## src/rtl/aes_pkg.sv

```systemverilog
// Shared AES-128 definitions: block/round constants, sequencer state encoding
// and FIPS-197 reference vectors used by the bench.
package aes_pkg;

  localparam int unsigned AES_BLK_W = 128;
  localparam int unsigned AES_NR    = 10;

  typedef enum logic [1:0] {
    IDLE,
    RUN,
    DONE
  } aes_fsm_e;

  // FIPS-197 Appendix B
  localparam logic [AES_BLK_W-1:0] FIPS_B_KEY      = 128'h2b7e151628aed2a6abf7158809cf4f3c;
  localparam logic [AES_BLK_W-1:0] FIPS_B_PT       = 128'h3243f6a8885a308d313198a2e0370734;
  localparam logic [AES_BLK_W-1:0] FIPS_B_CT       = 128'h3925841d02dc09fbdc118597196a0b32;
  localparam logic [AES_BLK_W-1:0] FIPS_B_R0_STATE = 128'h193de3bea0f4e22b9ac68d2ae9f84808;
  localparam logic [AES_BLK_W-1:0] FIPS_B_K1       = 128'ha0fafe1788542cb123a339392a6c7605;
  localparam logic [AES_BLK_W-1:0] FIPS_B_K10      = 128'hd014f9a8c9ee2589e13f0cc8b6630ca6;

  // FIPS-197 Appendix C.1
  localparam logic [AES_BLK_W-1:0] FIPS_C1_KEY     = 128'h000102030405060708090a0b0c0d0e0f;
  localparam logic [AES_BLK_W-1:0] FIPS_C1_PT      = 128'h00112233445566778899aabbccddeeff;
  localparam logic [AES_BLK_W-1:0] FIPS_C1_CT      = 128'h69c4e0d86a7b0430d8cdb78070b4c55a;

endpackage

```

## src/rtl/aes_round_ctrl.sv

```systemverilog
// Iterative AES-128 sequencer: accepts a plaintext/key pair, steps an external
// single-round datapath through rounds 0..NUM_ROUNDS, then offers the ciphertext.
module aes_round_ctrl
  import aes_pkg::*;
#(
  parameter int unsigned NUM_ROUNDS = AES_NR,
  parameter int unsigned RND_W      = 5
) (
  input  logic                 clk,
  input  logic                 rst_n,
  input  logic                 in_valid,
  output logic                 in_ready,
  input  logic [AES_BLK_W-1:0] in_data,
  input  logic [AES_BLK_W-1:0] in_key,
  output logic                 out_valid,
  input  logic                 out_ready,
  output logic [AES_BLK_W-1:0] out_data,
  output logic                 busy,
  output logic [RND_W-1:0]     rnd_idx,
  output logic [AES_BLK_W-1:0] rnd_state,
  output logic [AES_BLK_W-1:0] rnd_key,
  input  logic [AES_BLK_W-1:0] rnd_state_in,
  input  logic [AES_BLK_W-1:0] rnd_key_in
);

  localparam logic [3:0] LAST_RND = 4'(NUM_ROUNDS);

  aes_fsm_e             fsm;
  logic [AES_BLK_W-1:0] state_q;
  logic [AES_BLK_W-1:0] key_q;
  logic [3:0]           rnd_q;

  assign rnd_state = state_q;
  assign rnd_key   = key_q;

  always_ff @(posedge clk or negedge rst_n) begin
    if (!rst_n) begin
      fsm       <= IDLE;
      state_q   <= '0;
      key_q     <= '0;
      rnd_q     <= '0;
      in_ready  <= 1'b1;
      out_valid <= 1'b0;
      busy      <= 1'b0;
      out_data  <= '0;
      rnd_idx   <= '0;
    end else begin
      unique case (fsm)
        IDLE: begin
          if (in_valid && in_ready) begin
            state_q  <= in_data;
            key_q    <= in_key;
            rnd_q    <= '0;
            rnd_idx  <= '0;
            in_ready <= 1'b0;
            busy     <= 1'b1;
            fsm      <= RUN;
          end
        end
        RUN: begin
          state_q <= rnd_state_in;
          // Round 0 is the plain key whitening, so K0 stays the cipher key.
          if (rnd_q != '0) key_q <= rnd_key_in;
          if (rnd_q == LAST_RND) begin
            out_valid <= 1'b1;
            out_data  <= rnd_state_in;
            rnd_idx   <= '0;
            fsm       <= DONE;
          end else begin
            rnd_q   <= rnd_q + 4'd1;
            rnd_idx <= RND_W'(rnd_q + 4'd1);
          end
        end
        DONE: begin
          if (out_ready) begin
            out_valid <= 1'b0;
            in_ready  <= 1'b1;
            busy      <= 1'b0;
            fsm       <= IDLE;
          end
        end
        default: fsm <= IDLE;
      endcase
    end
  end

endmodule

```

## config.mk

```make
export PLATFORM = sky130hd
export DESIGN_NAME = aes_round_ctrl
export DESIGN_NICKNAME = d
export VERILOG_FILES = /design/src/rtl/aes_pkg.sv /design/src/rtl/aes_round_ctrl.sv
export SDC_FILE = /design/constraint.sdc
export NUM_CORES = 1
export LEC_CHECK = 0
export BUFFER_PORTS_ARGS = -buffer_cell sky130_fd_sc_hd__clkbuf_2
export CAP_MARGIN = 20
export CORE_AREA = 2 2 354 356
export DETAILED_ROUTE_END_ITERATION = 12
export DIE_AREA = 0 0 356 358
export MAX_ROUTING_LAYER = met4
export PLACE_DENSITY = 0.33
export SKIP_LAST_GASP = 1
export SYNTH_ARGS = -nofsm -noshare
export SYNTH_HDL_FRONTEND = slang
export SYNTH_SLANG_ARGS = --single-unit
```

## constraint.sdc

```tcl
create_clock -name clk -period 1.7 [get_ports clk]
set_input_delay 0.085 -clock clk [delete_from_list [all_inputs] [get_ports clk]]
set_output_delay 0.085 -clock clk [all_outputs]
set_load 0.1 [all_outputs]
```

==> After elaboration in Yosys (flattened, before gate mapping) <==
Cells that the tools add are included.
{ "op_classes": {"n_addsub": 2, "reduce_logical": 13, "eq_ne": 8, "n_mux": 23} }
{ "ops": {"columns": ["op", "n"], "rows": [
  ["$pmux W128 S2", 2],
  ["$mux W128", 3],
  ["$reduce_and A3 Y1", 5],
  ["$mux W5", 2],
  ["$ne A2 B2 Y1 const B", 5],
  ["$pmux W5 S2", 1],
  ["$mux W4", 2],
  ["$pmux W4 S2", 1],
  ["$mux W2", 3],
  ["$pmux W1 S2", 3],
  ["$pmux W2 S3", 1],
  ["$reduce_bool A2 Y1", 3],
  ["$add A4 B1 Y5 const B", 1],
  ["$mux W1", 5],
  ["$add A4 B1 Y4 const B", 1],
  ["$eq A4 B4 Y1 const B", 1],
  ["$reduce_and A2 Y1", 2],
  ["$reduce_bool A4 Y1", 1],
  ["$eq A2 B1 Y1 const B", 1],
  ["$eq A2 B2 Y1 const B", 1],
  ["$logic_not A2 Y1", 1],
  ["$logic_and A1 B1 Y1", 1]
]} }
{ "totals": {"input_bits": 516, "output_inout_bits": 392, "register_bits": 398, "wordCells": 55} }

==> Logic depth before layout (Yosys ltp) <==
{ "logic_depth": {"word_depth": 3, "depth_mapped": 7} }

==> Worst setup path before layout <==
No wires, ideal clock.
{ "synth_path": {"path_type": "register to register", "from": "reg in_ready", "to": "reg rnd_idx[3]", "n_path_buf": 3, "path_stages_with_launch": 7, "arrival_time_ps": 1830, "path_slack_ps": -254, "t_required_ps": 1576, "period_less_slack_ps": 1954, "cell_sequence": "dfstp_2 -> a21oi_1 -> or2_1 -> buf_2 -> buf_2 -> buf_2 -> o2bb2ai_1"} }
{ "synth_between": {"elab_chain_len": 3} }
{ "synth_lines": {"columns": ["element", "line", "source"], "rows": [
  ["start, declared", "aes_round_ctrl.sv:12", "output logic in_ready,"],
  ["start signal, assigned", "aes_round_ctrl.sv:42", "in_ready <= 1'b1;"],
  ["start signal, assigned", "aes_round_ctrl.sv:55", "in_ready <= 1'b0;"],
  ["start signal, assigned", "aes_round_ctrl.sv:77", "in_ready <= 1'b1;"],
  ["$logic_and A1 B1 Y1", "aes_round_ctrl.sv:50", "if (in_valid && in_ready) begin"],
  ["$ne A2 B2 Y1 (no line)", null, null],
  ["$reduce_and A2 Y1 (no line)", null, null],
  ["end signal, assigned", "aes_round_ctrl.sv:71", "rnd_idx <= RND_W'(rnd_q + 4'd1);"],
  ["end, declared", "aes_round_ctrl.sv:19", "output logic [RND_W-1:0] rnd_idx,"]
]} }
No other way between the ends.
A chain may end at the register's enable or synchronous reset.

==> Worst setup path in the final report <==
{ "layout_path": {"from": "reg rnd_q[0]", "to": "reg out_data[95]"} }
{ "layout_between": {"elab_chain_len": 2} }
{ "layout_lines": {"columns": ["element", "line", "source"], "rows": [
  ["start, declared", "aes_round_ctrl.sv:31", "logic [3:0] rnd_q;"],
  ["start signal, assigned", "aes_round_ctrl.sv:70", "rnd_q <= rnd_q + 4'd1;"],
  ["$eq A4 B4 Y1", "aes_round_ctrl.sv:64", "if (rnd_q == LAST_RND) begin"],
  ["$reduce_and A2 Y1 (no line)", null, null],
  ["end signal, assigned", "aes_round_ctrl.sv:66", "out_data <= rnd_state_in;"],
  ["end, declared", "aes_round_ctrl.sv:17", "output logic [AES_BLK_W-1:0] out_data,"]
]} }
No other way between the ends.

==> impl_metrics.py <==
metrics = {
    "setup_path": {
        "cp-end-kind": "flop",
        "r2r-start": "rnd_q[0]$_DFFE_PN0P_",
        "cp-start-kind": "flop",
        "cp.required_ns": 2.20,
        "reg2reg_setup_slack_ns": -0.17,
        "cp.arrival_ns": 2.37,
        "criticalPathCategory": "flop to flop",
        "cp_max_fo": 7,
        "r2r_cells": 9,
        "timing.rr.end": "out_data[95]$_DFFE_PN0P_",
    },
    "placed_design": {
        "post-dp-hpwl_mm": 78.1,
        "place_area_mm2": 0.0252,
        "io_buffers": 907,
        "dp_slack_ns": -0.194,
        "globalplace.congestion": 0.803,
    },
    "floorplan": {
        "core_area_mm2": 0.123,
        "start_util": 0.144,
        "rows": 129,
        "die_h_um": 358,
        "pin_count": 908,
        "die_w_um": 356,
        "die_area_mm2": 0.127,
    },
    "detailed_routing": {
        "drc": 0,
        "vias": 18471,
        "antenna_left": 0,
        "drt_iter0_drc": 855,
        "wire_per_inst_um": 22.7,
        "vias_per_cell": 3.94,
        "wl_mm": 106,
        "dr.pass1.iters": 6,
    },
    "synthesis": {
        "synthArstFlopShare": 1.00,
        "synthesis.area_mm2": 0.0178,
        "synth_flop_cell": "dfrtp_1",
        "syn_area_per_cell_um2": 12.0,
        "netlist_top_cells_area": "dfrtp_1 (56%), mux2_4 (8.3%), mux2i_1 (7.2%)",
        "synth_compound_area_frac": 0.177,
        "synth-simple-area-share": 0.0349,
        "synth-xor-area-share": 0.000986,
        "yosys.area.top_type": "dfrtp_1",
        "synth_edf_count": 0,
        "synth_seq_cells": 398,
        "seq_area_frac_synth": 0.560,
        "synth_top_area_share": 0.559,
        "syn_nets": 2002,
        "synth_top_family_by_area": "compound AO/OA/AOI/OAI gates",
        "synthMuxAreaShare": 0.175,
        "yosys_warnings": 0,
        "synth-adder-area-share": 0.00211,
        "synth.distinct_cells": 36,
        "synth_cells": 1483,
    },
    "final_layout": {
        "drive_gt1_frac": 0.434,
        "fin_area_mm2": 0.0331,
        "fill_cells": 13243,
        "nets": 3502,
        "syn_to_final_growth_pct": 86.3,
        "final_util": 0.268,
    },
    "job": {
        "drv_cap": 0,
    },
    "timing": {
        "layout_min_cycle_time_ns": 1.87,
        "setup_tns_ns": -28.17,
        "rsz0062_at_grt": "yes",
        "timing.final.crit_share": 1.10,
        "max_freq_ghz": 0.535,
        "drv_slew": 0,
        "finalSetupViolCount": 278,
        "setup_ws_ns": -0.169,
        "tightest_slew_ns": 0.727,
        "hold_violations": 0,
        "clock-skew-final_ns": 0.0327,
        "relSlewSlack": 0.518,
    },
    "pwr": {
        "vdd_ir_drop_max_mv": 0.702,
        "switching_share": 0.287,
        "p_clk_frac": 0.457,
        "pwr-share-seq": 0.391,
        "combPwrFrac": 0.153,
        "powerDensity_mw_per_mm2": 752,
        "power_uw": 24900,
        "p_int_uw": 17800,
        "leakagePower_uw": 0.0155,
        "p_switching_uw": 7140,
    },
    "cts": {
        "cts.reportedPaths.clkPinSlew_ns": 0.06,
        "cts-root-buf": "clkbuf_16",
        "cts_tree": "yes",
        "cts.sinks": 398,
        "htreeDepth": 2,
        "clock_latency_ns": 0.64,
        "cts.path.max_buffers": 3,
        "cts_buffers": 53,
    },
    "global_route": {
        "grt_pass1_vias": 19709,
        "grt_pass1_wl_mm": 143,
        "antenna_found_initial": 37,
        "gr-usage-all-layers": 0.159,
        "grt_overflow": 0,
        "grt_start_max_net_pins": 68,
    },
    "run_status": {
        "violations": "setup timing",
        "status": "finished, violations left",
    },
    "worst_hold_path": {
        "min_path_type": "primary input to flop",
        "hold_path_depth": 3,
        "hold_start": "rnd_state_in[111]",
        "hold_end": "out_data[111]$_DFFE_PN0P_",
    },
}
layer usage:
layer / wire length [um] / part of all wire / track usage / up-vias
met5: 0 / 0 / - / -
met4: 3420 / 0.032 / 0.0521 / 0
met3: 7360 / 0.069 / 0.0449 / 144
met2: 52700 / 0.50 / 0.265 / 714
met1: 42900 / 0.40 / 0.183 / 9104
li1: - / - / - / 8509
what timing repair did:
action / in CTS / in global routing
pin swaps: 1 / 2
setup buffers: 8 / 6
hold buffers: 516 / 0
hold endpoints to repair: 785 / 0
setup endpoints to repair: 343 / 394
cloned: 3 / 18
resized for setup: 15 / 47
logic make-up (layout without fill, tap and decap cells):
group           Yosys count  in the layout
other cells               0             22
mux                     257            257
simple gates            148            149
fa+ha+maj                 3              3
flops                   398            398
buf+inv                 149           1689
compound gates          526            526
xor+xnor                  2              2
registers in the layout, summed over array words and instances (netlist names):
signal     cells
out_data     128
rnd_q          4
fsm            2
rnd_idx        5
out_valid      1
in_ready       1
rnd_key      128
rnd_state    128
busy           1
through the flow:
step,instances,hold slack [ns]
floorplan,1483,-0.211
global placement,4014,0.0527
detailed placement,4014,0.0547
CTS,4637,0.172
global route,4680,0.203
finish,4683,0.243
cells in the mapped netlist (5+ instances only):
| library cell | count |
|---|---|
| o21ai_1 | 113 |
| buf_1 | 6 |
| dfrtp_1 | 397 |
| a21oi_1 | 132 |
| clkbuf_1 | 50 |
| mux2i_1 | 128 |
| buf_2 | 59 |
| mux2_2 | 31 |
| o21ai_0 | 143 |
| mux2_4 | 98 |
| nor2_1 | 130 |
| buf_4 | 16 |
| o32ai_1 | 128 |
| inv_1 | 5 |
| buf_12 | 11 |
power groups by stage:
stage | combinational (uW) | clock [uW] | sequential (uW)
2_1_floorplan | 262 | 0 | 11000
3_3_place_gp | 2790 | 0 | 9900
3_5_place_dp | 2780 | 0 | 9900
4_1_cts | 3860 | 11800 | 9730
5_1_grt | 4020 | 12200 | 9740
6_report | 3800 | 11400 | 9730
cell usage in the layout (no fill, tap or decap), drive strengths merged, types with 2 or more instances in the layout:
cell         count
nand3b           2
o32ai          128
dfrtp          397
o21ai          256
a22o             3
dlygate4sd3    515
nor2           131
a21oi          132
diode           22
nand3            2
bufbuf           2
inv              8
o2bb2ai          3
nand2            3
mux2i          128
ha               3
clkbuf        1002
clkinv           9
nand2b           4
buf            151
a21o             3
mux2           129
critical path, stage by stage (launching register included):
cell      delay [ns]
dfrtp_1         0.38
inv_2           0.08
ha_4            0.13
nand3b_1        0.09
buf_6           0.15
nor2_8          0.10
buf_12          0.14
buf_12          0.16
buf_12          0.14
mux2_2          0.32
final cells by class:
type                            count  area [um2]  share of cell area
Inverter                            5        18.8            0.000567
Clock inverter                     14         120             0.00363
Timing Repair Buffer             1588       12100               0.367
Tap cell                         1637        2050              0.0619
Multi-Input combinational cell    937        7150               0.216
Antenna cell                       22        55.1             0.00166
Sequential cell                   398        9970               0.301
Clock buffer                       82        1610              0.0485
worst max-delay path by stage:
stage / from / to / slack [ns] / cells after the start
after floorplan: in_ready$_DFFE_PN1P_ / rnd_idx[3]$_DFFE_PN0P_ / -0.02 / 6
after global placement: rnd_q[0]$_DFFE_PN0P_ / out_data[76]$_DFFE_PN0P_ / -0.23 / 7
after detailed placement: rnd_q[0]$_DFFE_PN0P_ / out_data[47]$_DFFE_PN0P_ / -0.19 / 7
after CTS: rnd_q[0]$_DFFE_PN0P_ / out_data[75]$_DFFE_PN0P_ / -0.17 / 8
after global routing: rnd_q[1]$_DFFE_PN0P_ / out_data[91]$_DFFE_PN0P_ / -0.24 / 8
final: rnd_q[0]$_DFFE_PN0P_ / out_data[95]$_DFFE_PN0P_ / -0.17 / 9
No activity file was read; power rests on OpenSTA's default activity.
